===== src/rtl/ssd_pkg.sv =====
// Shared types and constants for the seven-segment scan controller.
package ssd_pkg;

  typedef enum logic [1:0] {
    ST_OFF   = 2'd0,
    ST_GUARD = 2'd1,
    ST_DRIVE = 2'd2
  } state_t;

  localparam logic [6:0] SEG_BLANK = 7'h7F;
  localparam logic [3:0] AN_OFF    = 4'hF;

endpackage


===== src/rtl/ssd_scan_ctrl_if.sv =====
// Host-side bundle of the scan controller: value/load/enable in, display pins and pulses out.
interface ssd_scan_ctrl_if;
  logic        en;
  logic        load;
  logic [15:0] value;
  logic        blank_lz;
  logic [6:0]  seg;
  logic [3:0]  an;
  logic [1:0]  digit_sel;
  logic        frame_done;
  logic        load_ack;

  modport master (
    output en, load, value, blank_lz,
    input  seg, an, digit_sel, frame_done, load_ack
  );

  modport slave (
    input  en, load, value, blank_lz,
    output seg, an, digit_sel, frame_done, load_ack
  );
endinterface


===== src/rtl/SSD.sv =====
// Combinational hex to seven-segment decoder, segments {g..a}, active-low.
module SSD
  import ssd_pkg::*;
(
  input  logic [3:0] hex,
  output logic [6:0] seg
);

  always_comb begin
    case (hex)
      4'h0:    seg = 7'h40;
      4'h1:    seg = 7'h79;
      4'h2:    seg = 7'h24;
      4'h3:    seg = 7'h30;
      4'h4:    seg = 7'h19;
      4'h5:    seg = 7'h12;
      4'h6:    seg = 7'h02;
      4'h7:    seg = 7'h78;
      4'h8:    seg = 7'h00;
      4'h9:    seg = 7'h10;
      4'hA:    seg = 7'h08;
      4'hB:    seg = 7'h03;
      4'hC:    seg = 7'h46;
      4'hD:    seg = 7'h21;
      4'hE:    seg = 7'h06;
      4'hF:    seg = 7'h0E;
      default: seg = SEG_BLANK;
    endcase
  end

endmodule


===== src/rtl/ssd_scan_ctrl.sv =====
// Four-digit multiplexed seven-segment scanner with guard blanking,
// frame-boundary double buffering and leading-zero suppression.
module ssd_scan_ctrl
  import ssd_pkg::*;
#(
  parameter int DRIVE_CYC = 50000,
  parameter int GUARD_CYC = 500
) (
  input  logic            clk,
  input  logic            rst,
  ssd_scan_ctrl_if.slave  bus
);

  localparam int MAX_CYC = (DRIVE_CYC > GUARD_CYC) ? DRIVE_CYC : GUARD_CYC;
  localparam int PW      = (MAX_CYC > 1) ? $clog2(MAX_CYC) : 1;
  localparam logic [PW-1:0] DRIVE_LAST = PW'(DRIVE_CYC - 1);
  localparam logic [PW-1:0] GUARD_LAST = PW'(GUARD_CYC - 1);

  state_t          state_q, state_d;
  logic [1:0]      digit_q, digit_d;
  logic [PW-1:0]   phase_q, phase_d;
  logic [15:0]     shadow_q, shadow_d;
  logic            pending_q, pending_d;
  logic [15:0]     active_q, active_d;
  logic [6:0]      seg_q, seg_d;
  logic [3:0]      an_q, an_d;
  logic [1:0]      sel_q;
  logic            frame_done_q, frame_done_d;
  logic            load_ack_q, load_ack_d;
  logic            frame_end;
  logic            lz_blank;
  logic [3:0]      nibble;
  logic [6:0]      dec_seg;

  SSD u_ssd (
    .hex (nibble),
    .seg (dec_seg)
  );

  // NOTE: every always_comb output gets a default first, so no path leaves
  // a variable unassigned and no latch is inferred.
  always_comb begin
    state_d      = state_q;
    digit_d      = digit_q;
    phase_d      = phase_q;
    frame_done_d = 1'b0;
    frame_end    = 1'b0;
    case (state_q)
      ST_OFF: begin
        if (bus.en) begin
          state_d = ST_GUARD;
          digit_d = 2'd0;
          phase_d = '0;
        end
      end
      ST_GUARD: begin
        if (phase_q == GUARD_LAST) begin
          state_d = ST_DRIVE;
          phase_d = '0;
        end else begin
          phase_d = phase_q + PW'(1);
        end
      end
      ST_DRIVE: begin
        if (phase_q == DRIVE_LAST) begin
          state_d = ST_GUARD;
          phase_d = '0;
          if (digit_q == 2'd3) begin
            frame_done_d = 1'b1;
            frame_end    = 1'b1;
            digit_d      = 2'd0;
          end else begin
            digit_d = digit_q + 2'd1;
          end
        end else begin
          phase_d = phase_q + PW'(1);
        end
      end
      default: state_d = ST_OFF;
    endcase
    if (!bus.en) begin
      state_d      = ST_OFF;
      digit_d      = 2'd0;
      phase_d      = '0;
      frame_done_d = 1'b0;
      frame_end    = 1'b0;
    end
  end

  // A strobe landing in a commit cycle goes straight to the active buffer.
  always_comb begin
    shadow_d   = shadow_q;
    pending_d  = pending_q;
    active_d   = active_q;
    load_ack_d = 1'b0;
    if (bus.load) begin
      shadow_d  = bus.value;
      pending_d = 1'b1;
    end
    if ((frame_end || state_q == ST_OFF) && (pending_q || bus.load)) begin
      active_d   = bus.load ? bus.value : shadow_q;
      pending_d  = 1'b0;
      load_ack_d = 1'b1;
    end
  end

  // Outputs describe the state being entered, so they look at digit_d.
  always_comb begin
    nibble   = active_q[{digit_d, 2'b00} +: 4];
    lz_blank = bus.blank_lz && (digit_d != 2'd0) &&
               ((active_q >> {digit_d, 2'b00}) == 16'd0);
    seg_d    = SEG_BLANK;
    an_d     = AN_OFF;
    if (state_d == ST_DRIVE && !lz_blank) begin
      seg_d = dec_seg;
      an_d  = ~(4'b0001 << digit_d);
    end
  end

  // NOTE: sequential state uses non-blocking assignments so every register
  // samples pre-edge values regardless of statement order.
  always_ff @(posedge clk) begin
    if (rst) begin
      state_q      <= ST_OFF;
      digit_q      <= 2'd0;
      phase_q      <= '0;
      shadow_q     <= 16'd0;
      pending_q    <= 1'b0;
      active_q     <= 16'd0;
      seg_q        <= SEG_BLANK;
      an_q         <= AN_OFF;
      sel_q        <= 2'd0;
      frame_done_q <= 1'b0;
      load_ack_q   <= 1'b0;
    end else begin
      state_q      <= state_d;
      digit_q      <= digit_d;
      phase_q      <= phase_d;
      shadow_q     <= shadow_d;
      pending_q    <= pending_d;
      active_q     <= active_d;
      seg_q        <= seg_d;
      an_q         <= an_d;
      sel_q        <= digit_d;
      frame_done_q <= frame_done_d;
      load_ack_q   <= load_ack_d;
    end
  end

  assign bus.seg        = seg_q;
  assign bus.an         = an_q;
  assign bus.digit_sel  = sel_q;
  assign bus.frame_done = frame_done_q;
  assign bus.load_ack   = load_ack_q;

endmodule


===== src/flat_wrapper.sv =====
// flat-port wrapper written by rule: the top's interface ports become plain ports
module ssd_scan_ctrl_flat import ssd_pkg::*;
#(
  parameter int DRIVE_CYC = 50000,
  parameter int GUARD_CYC = 500
)
  (clk, rst, bus_en, bus_load, bus_value, bus_blank_lz, bus_seg, bus_an, bus_digit_sel, bus_frame_done, bus_load_ack);
  ssd_scan_ctrl_if bus_i ();
  input  logic clk;
  input  logic rst;
  input wire logic [$bits(bus_i.en)-1:0] bus_en;
  input wire logic [$bits(bus_i.load)-1:0] bus_load;
  input wire logic [$bits(bus_i.value)-1:0] bus_value;
  input wire logic [$bits(bus_i.blank_lz)-1:0] bus_blank_lz;
  output wire logic [$bits(bus_i.seg)-1:0] bus_seg;
  output wire logic [$bits(bus_i.an)-1:0] bus_an;
  output wire logic [$bits(bus_i.digit_sel)-1:0] bus_digit_sel;
  output wire logic [$bits(bus_i.frame_done)-1:0] bus_frame_done;
  output wire logic [$bits(bus_i.load_ack)-1:0] bus_load_ack;
  assign bus_i.en = bus_en;
  assign bus_i.load = bus_load;
  assign bus_i.value = bus_value;
  assign bus_i.blank_lz = bus_blank_lz;
  assign bus_seg = bus_i.seg;
  assign bus_an = bus_i.an;
  assign bus_digit_sel = bus_i.digit_sel;
  assign bus_frame_done = bus_i.frame_done;
  assign bus_load_ack = bus_i.load_ack;
  ssd_scan_ctrl #(.DRIVE_CYC(DRIVE_CYC), .GUARD_CYC(GUARD_CYC)) u_core (.clk(clk), .rst(rst), .bus(bus_i));
endmodule

===== config.mk =====
export PLATFORM = sky130hd
export DESIGN_NAME = ssd_scan_ctrl_flat
export DESIGN_NICKNAME = d
export VERILOG_FILES = /design/src/rtl/ssd_pkg.sv /design/src/rtl/ssd_scan_ctrl_if.sv /design/src/rtl/SSD.sv /design/src/rtl/ssd_scan_ctrl.sv /design/src/flat_wrapper.sv
export SDC_FILE = /design/constraint.sdc
export NUM_CORES = 1
export LEC_CHECK = 0
export BUFFER_PORTS_ARGS = -buffer_cell sky130_fd_sc_hd__buf_2
export CAP_MARGIN = 15
export CORE_ASPECT_RATIO = 1.4
export CORE_MARGIN = 10
export CORE_UTILIZATION = 50
export CTS_CLUSTER_SIZE = 8
export DETAILED_ROUTE_END_ITERATION = 8
export PLACE_DENSITY = 0.7
export SETUP_SLACK_MARGIN = 0.05
export SYNTH_ARGS = -nofsm -noshare
export SYNTH_HDL_FRONTEND = slang
export SYNTH_SLANG_ARGS = --single-unit

===== constraint.sdc =====
create_clock -name clk -period 6.8 [get_ports clk]
set_input_delay 1.02 -clock clk [delete_from_list [all_inputs] [get_ports clk]]
set_output_delay 1.02 -clock clk [all_outputs]
set_load 0.01 [all_outputs]

==> results.sh <==
export IMPL_synth_nets=359
export IMPL_period_needed_ns=3.82
export IMPL_cts_sinks=66
export IMPL_cts_tree="yes"
export IMPL_max_freq_mhz=262
export IMPL_cts_made_buffers=9
export IMPL_cts_clk_slew_worst_paths_ns=0.07
export IMPL_drtIter0Drc=63
export IMPL_cp_arrival_ns=4.02
export IMPL_drive_gt1_frac=0.176
export IMPL_vias=2297
export IMPL_rr_endpoint="u_core.bus.seg[6]$_SDFF_PP1_"
export IMPL_power_leakage_nw=1.39
export IMPL_crit_fanout=16
export IMPL_multi_input_area_um2=1600
export IMPL_rows=33
export IMPL_grt_max_degree=39
export IMPL_crit_type="flop to flop"
export IMPL_synth_compound_area_frac=0.117
export IMPL_io_buffers=35
export IMPL_r2r_worst_path_cells=11
export IMPL_synth_flop_cell="dfxtp_1"
export IMPL_synth_seq_area_share=0.436
export IMPL_rsz0062_at_grt="false"
export IMPL_wl_per_cell_um=13.9
export IMPL_cp_slowest_cell="a211oi_4"
export IMPL_hold_path_class="flop to flop"
export IMPL_wl_met3_um=181
export IMPL_insertion_delay_ns=0.34
export IMPL_finalNetCount=391
export IMPL_drt_pass1_iterations=4
export IMPL_gp_congestion=0.839
export IMPL_regArea_um2=1320
export IMPL_n_antenna_cell=0
export IMPL_top_layer="met4"
export IMPL_die_area_um2=9630
export IMPL_drc=0
export IMPL_reg2reg_from="u_core.phase_q[10]$_SDFFE_PP0P_"
export IMPL_clock_path_buffers=2
export IMPL_synth_simple_area_share=0.209
export IMPL_tns_ns=0
export IMPL_ant_nets=0
export IMPL_initial_core_util=0.517
export IMPL_syn_to_final_growth_pct=14.2
export IMPL_die_w_um=85.8
export IMPL_r2r_setup_slack_ns=2.98
export IMPL_pin_count=36
export IMPL_synthAdderAreaFrac=0.0495
export IMPL_overflow=0
export IMPL_hpwl_um=4550
export IMPL_synth_seq_cells=66
export IMPL_synth_edff_count=0
export IMPL_ctsHoldBuffers=0
export IMPL_core_um2=5860
export IMPL_slew_headroom=0.370
export IMPL_setup_viol=0
export IMPL_hold_viol=0
export IMPL_cts_root_buf="clkbuf_8"
export IMPL_avgSynthCellArea_um2=9.30
export IMPL_synthMuxAreaShare=0.114
export IMPL_synthDistinctLibCells=48
export IMPL_synth_most_common_cell="dfxtp_1"
export IMPL_powerDensity_nw_per_um2=245
export IMPL_setup_ws_ns=2.98
export IMPL_synth_top_family_by_area="simple AND/OR/NAND/NOR gates"
export IMPL_grt_pass1_vias=2278
export IMPL_grt_pass1_wl_um=10500
export IMPL_critPathLaunchType="flop"
export IMPL_fin_skew_ns=0.00730
export IMPL_yosysWarnings=0
export IMPL_fillerInstances=544
export IMPL_post_cts_setup_buffer_count=0
export IMPL_holdPathStages=2
export IMPL_ctsResizeCount=0
export IMPL_drv_slew=0
export IMPL_path_cells="or3_4, o41a_1, a211oi_4, mux2_2, nor2_1, a21oi_1, inv_1, ha_1, o2111ai_1, o221a_2, o211ai_1"
export IMPL_antenna_found_initial=0
export IMPL_period_share=0.562
export IMPL_hold_end="u_core.phase_q[1]$_SDFFE_PP0P_"
export IMPL_htree_levels=3
export IMPL_die_h_um=112
export IMPL_dr_wl_met2_um=3140
export IMPL_yosys_area_top_type="dfxtp_1"
export IMPL_wl_um=6020
export IMPL_synth_xor_area_frac=0.0375
export IMPL_max_stage_delay_ns=0.70
export IMPL_cp_required_ns=7.00
export IMPL_viasPerCell=5.30
export IMPL_status="completed"
export IMPL_synthTopCellsByArea="dfxtp_1 (44%), mux2i_1 (9.6%), nor2_1 (7.7%), ha_1 (5.0%), a211oi_1 (4.0%)"
export IMPL_cap_violations=0
export IMPL_synthTopCellsByCount="dfxtp_1 (66), nor2_1 (62), mux2i_1 (29)"
export IMPL_ir_drop_uv=218
export IMPL_dp_slack_ns=2.76
export IMPL_drt_met1_wl_um=2580
export IMPL_setup_worst_path_end_class="flop"
export IMPL_yosysTopAreaCellShare=0.436
export IMPL_min_delay_start="u_core.phase_q[1]$_SDFFE_PP0P_"
export IMPL_tightest_slew_ns=0.919
export IMPL_syn_inst=326
export IMPL_async_flop_share=0
export IMPL_synth_area_um2=3030
export IMPL_grt_usage=0.130
worst max-delay path by stage:
stage | cells past startpoint | end | startpoint | slack (ns)
floorplan | 13 | u_core.bus.seg[6]$_SDFF_PP1_ | bus_en | 3.38
global placement | 9 | u_core.bus.an[0]$_SDFF_PP1_ | bus_en | 2.90
detailed placement | 12 | u_core.bus.seg[3]$_SDFF_PP1_ | bus_en | 2.76
CTS | 11 | u_core.bus.seg[3]$_SDFF_PP1_ | u_core.phase_q[10]$_SDFFE_PP0P_ | 2.98
global route | 11 | u_core.bus.seg[6]$_SDFF_PP1_ | u_core.phase_q[0]$_SDFFE_PP0P_ | 2.63
finish | 11 | u_core.bus.seg[6]$_SDFF_PP1_ | u_core.phase_q[10]$_SDFFE_PP0P_ | 2.98
power breakdown:
part,internal (W),switching [W]
sequential,0.000402,0.00000900
combinational,0.0000316,0.0000434
clock,0.000217,0.000145
total,0.000651,0.000197
registers in the layout, summed over array words and instances (netlist names):
| name | count |
|---|---|
| u_core.pending_q | 1 |
| u_core.bus.seg | 7 |
| u_core.bus.frame_done | 1 |
| u_core.active_q | 16 |
| u_core.phase_q | 16 |
| u_core.shadow_q | 16 |
| u_core.bus.an | 4 |
| u_core.state_q | 2 |
| u_core.digit_q | 2 |
| u_core.bus.load_ack | 1 |
cells in the final DEF, fill, tap and decap left out, types with 2 or more instances in the layout:
cell,Yosys,layout
a21oi_1,7,7
and3_1,4,4
ha_1,12,12
clkbuf_8,0,10
o221ai_2,2,2
nor2b_1,2,2
nor2_1,62,61
or4_1,2,2
or2_2,2,2
clkbuf_1,10,2
nand3b_1,2,2
or3_1,3,3
clkinvlp_4,0,2
nand4bb_1,2,2
bufinv_16,0,2
nor3_1,6,6
o211ai_1,5,5
a211oi_1,16,16
xnor2_1,6,6
xor2_1,7,7
o21ai_0,4,4
dfxtp_1,66,66
nor4_1,4,4
nand2b_1,5,5
nand4b_1,4,4
nand2_1,21,21
buf_2,2,35
nand3_1,7,7
mux2i_1,29,29
mux2_2,3,3
inv_1,11,11
metrics by stage:
| stage | power, W | std cells | cell area (um2) | hold slack [ns] | utilization |
|---|---|---|---|---|---|
| 6_report | 0.000848 | 433 | 3460 | 0.490 | 0.591 |
| 5_1_grt | 0.000885 | 433 | 3460 | 0.525 | 0.591 |
| 4_1_cts | 0.000856 | 432 | 3450 | 0.495 | 0.588 |
| 3_5_place_dp | 0.000495 | 416 | 3230 | 0.482 | 0.551 |
| 3_3_place_gp | 0.000493 | 416 | 3230 | 0.474 | 0.551 |
| 2_1_floorplan | 0.000475 | 326 | 3030 | 0.456 | - |
critical path, delay by kind of cell, from the launching register on:
| kind | cells | cell delay (ns) |
|---|---|---|
| DFF | 1 | 0.34 |
| and+or+nand+nor | 2 | 0.47 |
| buffers and inverters | 1 | 0.13 |
| adders and majority gates | 1 | 0.27 |
| muxes | 1 | 0.29 |
| AOI/OAI and AO/OA | 6 | 2.19 |
routing by layer:
layer	track usage	vias up
met5	0	-
met4	0.0617	0
met3	0.0391	13
met2	0.217	35
met1	0.146	1039
li1	-	1210
area by class of cell:
| class | count | area share |
|---|---|---|
| clock buffers | 12 | 0.0419 |
| clock inverters | 4 | 0.0217 |
| inverters | 11 | 0.0119 |
| multi-input cells | 234 | 0.463 |
| flip-flops and latches | 66 | 0.382 |
| well taps | 70 | 0.0253 |
| repair buffers | 36 | 0.0549 |
kinds of logic after synthesis:
kind of cell	after synthesis
and+or+nand+nor	130
DFF	66
AOI/OAI and AO/OA	46
muxes	33
buffers and inverters	26
xor gates and xnor gates	13
adders and majority gates	12
Note: power is estimated with default switching activity, not from simulation.
